`config.mk`:
```
export PLATFORM = sky130hd
export DESIGN_NAME = ram_sp_async_read
export DESIGN_NICKNAME = d
export VERILOG_FILES = /design/src/rtl/ram_sp_async_read.sv
export SDC_FILE = /design/constraint.sdc
export NUM_CORES = 1
export LEC_CHECK = 0
export ABC_AREA = 1
export CAP_MARGIN = 20
export CORE_UTILIZATION = 35
export CTS_CLUSTER_DIAMETER = 100
export DETAILED_ROUTE_END_ITERATION = 10
export PLACE_DENSITY = 0.56
export SLEW_MARGIN = 20
export SYNTH_ARGS = -nofsm -noshare
export SYNTH_HDL_FRONTEND = slang
export SYNTH_SLANG_ARGS = --single-unit
```
`constraint.sdc`:
```
create_clock -name clk -period 3 [get_ports clk]
set_clock_uncertainty 0.1 [all_clocks]
set_input_delay 0.9 -clock clk [delete_from_list [all_inputs] [get_ports clk]]
set_output_delay 0.9 -clock clk [all_outputs]
set_load 0.01 [all_outputs]
```
`src/rtl/ram_sp_async_read.sv`:
```
// Single-port RAM: synchronous write, combinational read on a shared address.
// Asynchronous active-low reset clears every word and holds it at zero while asserted.
module ram_sp_async_read #(
  parameter int DATA_WIDTH = 8,
  parameter int ADDR_WIDTH = 4,
  parameter int DEPTH      = 2**ADDR_WIDTH
) (
  input  logic                  clk,
  input  logic                  rst_n,
  input  logic [DATA_WIDTH-1:0] data_in,
  input  logic [ADDR_WIDTH-1:0] address,
  input  logic                  write_en,
  output logic [DATA_WIDTH-1:0] data_out
);

  logic [DATA_WIDTH-1:0] r_mem [DEPTH];

  // Reset dominates the write; a held-low rst_n keeps all words at zero.
  always_ff @(posedge clk or negedge rst_n) begin
    if (!rst_n) begin
      for (int i = 0; i < DEPTH; i++) r_mem[i] <= '0;
    end else if (write_en) begin
      r_mem[address] <= data_in;
    end
  end

  assign data_out = r_mem[address];

endmodule

```
Word level (Yosys, flattened, before mapping). Index checks and enable logic that the tools add are counted.

Output and inout port bits: 8. Logic and storage cells: 26. Bits of input ports: 15. Flip-flop bits (word level): 128.

Order comparisons: 2. Bitwise gates (word level): 1. Reduce and logical (&&, ||, !) cells: 1. Muxes and demuxes: 6.

Operators with widths (count): bitwise mux 128 bit (1); binary-select mux 8 bit (select 4 bit) (1); demux 8 bit (select 4 bit) (1); two-way mux 8 bit (3); greater-or-equal comparator 5 bit, second input constant (1); < comparator 5 x 1 -> 1 bit, second input constant (1); NOT 4 -> 5 bit (1); logical AND 1 bit (1).

Longest topological paths before layout.
Depth after elaboration: 6. Gate-level depth with buffers: 11. Gate-level depth less buffers: 9.

Worst setup path before layout. OpenSTA, ideal clock, no wires.

Path kind: input to output. Start: input address[1]. End: output data_out[0]. Required time: 2000 ps. Path buffers: 2. Path slack: 225 ps. Stages: 9. Arrival time: 1775 ps. Cell sequence: buf_2 -> inv_4 -> clkbuf_1 -> nand2_1 -> nand2_1 -> nand2_1 -> nand2_1 -> inv_1 -> nand2_1.

Longest elaborated chain between the ends: 4.

RTL lines: start: declaration (line 11) `input logic [ADDR_WIDTH-1:0] address,`; NOT 4 -> 5 bit (implied by the code) (line 27) `assign data_out = r_mem[address];`; binary-select mux 8 bit (select 4 bit) (line 27); two-way mux 8 bit (implied by the code) (2 in series) (line 27); end: declaration (line 13) `output logic [DATA_WIDTH-1:0] data_out`.

No other way between the ends. The select of a mux whose other input is x is not followed.

Final worst setup path.
Start: input address[0]. End: output data_out[6].

The elaborated chain is that of the path after synthesis.

==> results.txt <==
The slowest stage of the critical path is the buf_4 cell. After global routing the overflow that remains totals 0. The initial standard-cell utilization of the core was 0.362; the number of antenna violations at the first check in global routing was 0. Setup violations remaining at the end of the flow were counted as 0.

The count of nets left with antenna violations once routing finished came out at 0. The number of buffers and inverters on the critical path is 5. After detailed routing, the average wire length per cell comes to 15.6 um.

Deepest level of the CTS H-tree: 4. Final-report max-slew violation count: 0. Setup repair after global routing could not meet its margin everywhere. The min-delay analysis places its worst path in the category in2async. The number of buffer cells added on primary ports was 22; the number of nets in the synthesized netlist was 845.

The tools report the required time reported for the critical path endpoint as 2000 ps. Traced cell by cell, the critical path runs through buf_12 > buf_12 > buf_4 > nand2_2 > nand2_2 > nand2_2 > nand2_1 > nand2_1 > nand2_1 > inv_1 > nand2_2 > buf_6. For the number of endpoints with negative hold slack in the final report, the log shows 0. The routed layout has 5353 vias.

By startpoint and endpoint, the worst setup path is classified as in2out. The fraction of met1 tracks used by global routing is 0.287. The met2 routing resource usage after global routing is 0.321. Counting the fill cells in the layout gives 1670.

At the end of routability-driven placement, the weighted congestion stood at 0.827. The met3 layer usage reported by global route came out at 0.0484. Along the worst path, the maximum fanout reaches 6. After synthesis, the netlist uses 20 different library cells.

The worst-case setup margin in the final layout was 42.0 ps; the number of global-route vias before repair was 5221. No sink is reached through more buffers than the 2 on the longest clock path. Across all hold checks on the routed design, the worst slack comes to 325 ps. After detailed routing, the number of vias per cell comes to 4.71. Total of max-cap violations: 0. The critical path startpoint category is a primary input. 0 antenna diodes ended up in the layout. The clock tree root buffer cell was clkbuf_16.

Subtracting the final worst setup slack from the clock period gives 2960 ps. Measured along the x axis, the die boundary spans 134 um. For the worst-skew pair, the clock arrives at the later sink with an insertion delay of 430 ps. The worst-case setup slack after placement was -692 ps. A synthesized cell averages 7.34 um2. For this run, the detailed router's first-pass iteration total came to 5. The largest registers in the layout are r_mem (128).

The share of the yosys chip area belonging to registers came out at 0.526. Layer with the highest usage after global routing: met2. The gate family responsible for the most delay along the worst path is buffers and inverters.

Summed over all layers, the routed wires come to 17700 um. The net count of the finished layout is 918. The core region is 16800 um2. The overall die area came out at 17900 um2.

After clock tree synthesis, the clock-pin slew on the worst setup and hold paths is 50 ps. The floorplan step set the die height to 134 um. The count of yosys warnings during synthesis came out at 0.

For the final cell count without fillers, the log shows 1136. Counting every sink on the clock net gives 128. Upper clock frequency limit: 0.338 GHz. For the area of the mapped netlist, the log shows 6090 um2. The completed layout was analyzed and its total power is 5.56 mW. The static leakage was 4.09 nW; the flip-flop and latch count after synthesis was 128. Clock tree synthesis inserted a total of 17 buffers. The final critical-path share of the clock period was 0.986; the peak per-stage delay on the critical path was 150 ps.

The floorplan has 47 rows. TritonCTS built the clock tree. The logs give 830 for the synthesized instance count and 0.570 for the worst max-slew margin expressed relative to the limit.

The HPWL after detailed placement is 11300 um. The run gives 401 uV as the peak ir drop on the vdd network. The summed negative setup slack over all endpoints was 0 ps. Register name with the most flops: r_mem. The run gives 51 as the pin count of the biggest net entering global routing.

The logs give 23 for the boundary pin count and 2220 ps for the register-to-register setup slack. The flip-flop count of the largest register, all copies and words added was 128; the fraction of final layout cells with drive strength greater than 1 was 0.189. Cell seen most often among critical-path stages: nand2_2. After detailed routing, the number of remaining DRC violations is 0.

Signed area change from the synthesized netlist to the final layout: 31.4%. Data arrives at the worst endpoint at 1960 ps. In this run, the number of DRC markers left after iteration 0 of detailed routing was 401. The first global-routing pass estimated 28200 um of wire. After detailed placement, the design holds a cell count of 1084.

For the pin with the worst max-slew slack, the measured transition is 645 ps. The worst setup path is captured at an output port. In this run the power density over the cells is 695 nW/um2. The run finished with clean final reports. The all-layer global routing usage came out at 0.209.
final cells by class:
| class | count | area [um2] | area share |
|---|---|---|---|
| timing repair buffer | 100 | 1090 | 0.137 |
| multi-input combinational | 624 | 2650 | 0.331 |
| sequential | 128 | 3200 | 0.400 |
| inverter | 31 | 146 | 0.0183 |
| clock inverter | 14 | 190 | 0.0238 |
| timing repair inverter | 1 | 8.76 | 0.00109 |
| clock buffer | 18 | 439 | 0.0549 |
| tap | 220 | 275 | 0.0344 |
cells in the final DEF, fill, tap and decap left out, types with 2 or more instances in the layout:
cell type	Yosys	final
nand2_2	4	37
buf_16	0	2
nand2_1	430	396
clkinvlp_4	0	5
clkbuf_16	0	20
clkinv_2	0	3
dfrtp_1	128	128
o21ai_1	32	32
buf_6	0	10
clkinv_4	0	3
nor2_1	50	50
bufinv_16	0	4
a21oi_1	48	48
buf_12	0	13
o21ai_0	48	48
dlygate4sd2_1	0	2
clkdlybuf4s50_1	0	9
buf_2	29	6
buf_8	0	2
nor2_2	6	6
nand4_1	2	2
buf_4	0	52
inv_1	26	26
report_power, final:
part | switching (mW) | total, mW | internal (mW)
clock network | 0.785 | 2.19 | 1.41
registers | 0.198 | 2.30 | 2.10
logic | 0.612 | 1.07 | 0.458
cells by family after synthesis:
kind of cell,share of synthesized area
compound gates,0.105
simple gates,0.315
flops,0.526
buf+inv,0.0544
synthesized netlist by cell type (all sizes together):
library cell,number,area share
dfrtp,128,0.53
nor3,2,0.0043
o21ai,80,0.066
a21oi,48,0.039
clkbuf,16,0.0099
clkinv,2,0.0012
nand3,2,0.0025
nor2,56,0.037
inv,29,0.018
buf,31,0.025
nand4,2,0.0021
nand2,434,0.27
metal layers:
metal	up-vias	part of all wire
met2	115	0.46
met1	2485	0.48
met4	0	0.016
li1	2733	-
met3	20	0.044
met5	-	0
timing repair:
action | CTS | global route
setup buffers | 10 | 5
pin swaps | 12 | 20
hold buffers | 0 | 0
gates cloned | 4 | 4
gates resized for setup | 81 | 28
setup endpoints to repair | 8 | 8
path summary, 6_finish.rpt:
path	from	end	depth (start not counted)
max	address[0]	data_out[6]	12
min	rst_n	r_mem[113]	1
max reg2reg	r_mem[10]	r_mem[10]	2
min reg2reg	r_mem[91]	r_mem[91]	2
max in group asynchronous	rst_n	r_mem[41]	2
min in group clk	r_mem[91]	r_mem[91]	2
per-stage QoR:
stage,instance area (um2),util
final,8010,0.476
after global placement,6920,0.412
after global routing,8010,0.476
after detailed placement,6920,0.412
after floorplan,6090,-
after CTS,7840,0.466
Note: power is estimated with default switching activity, not from simulation.
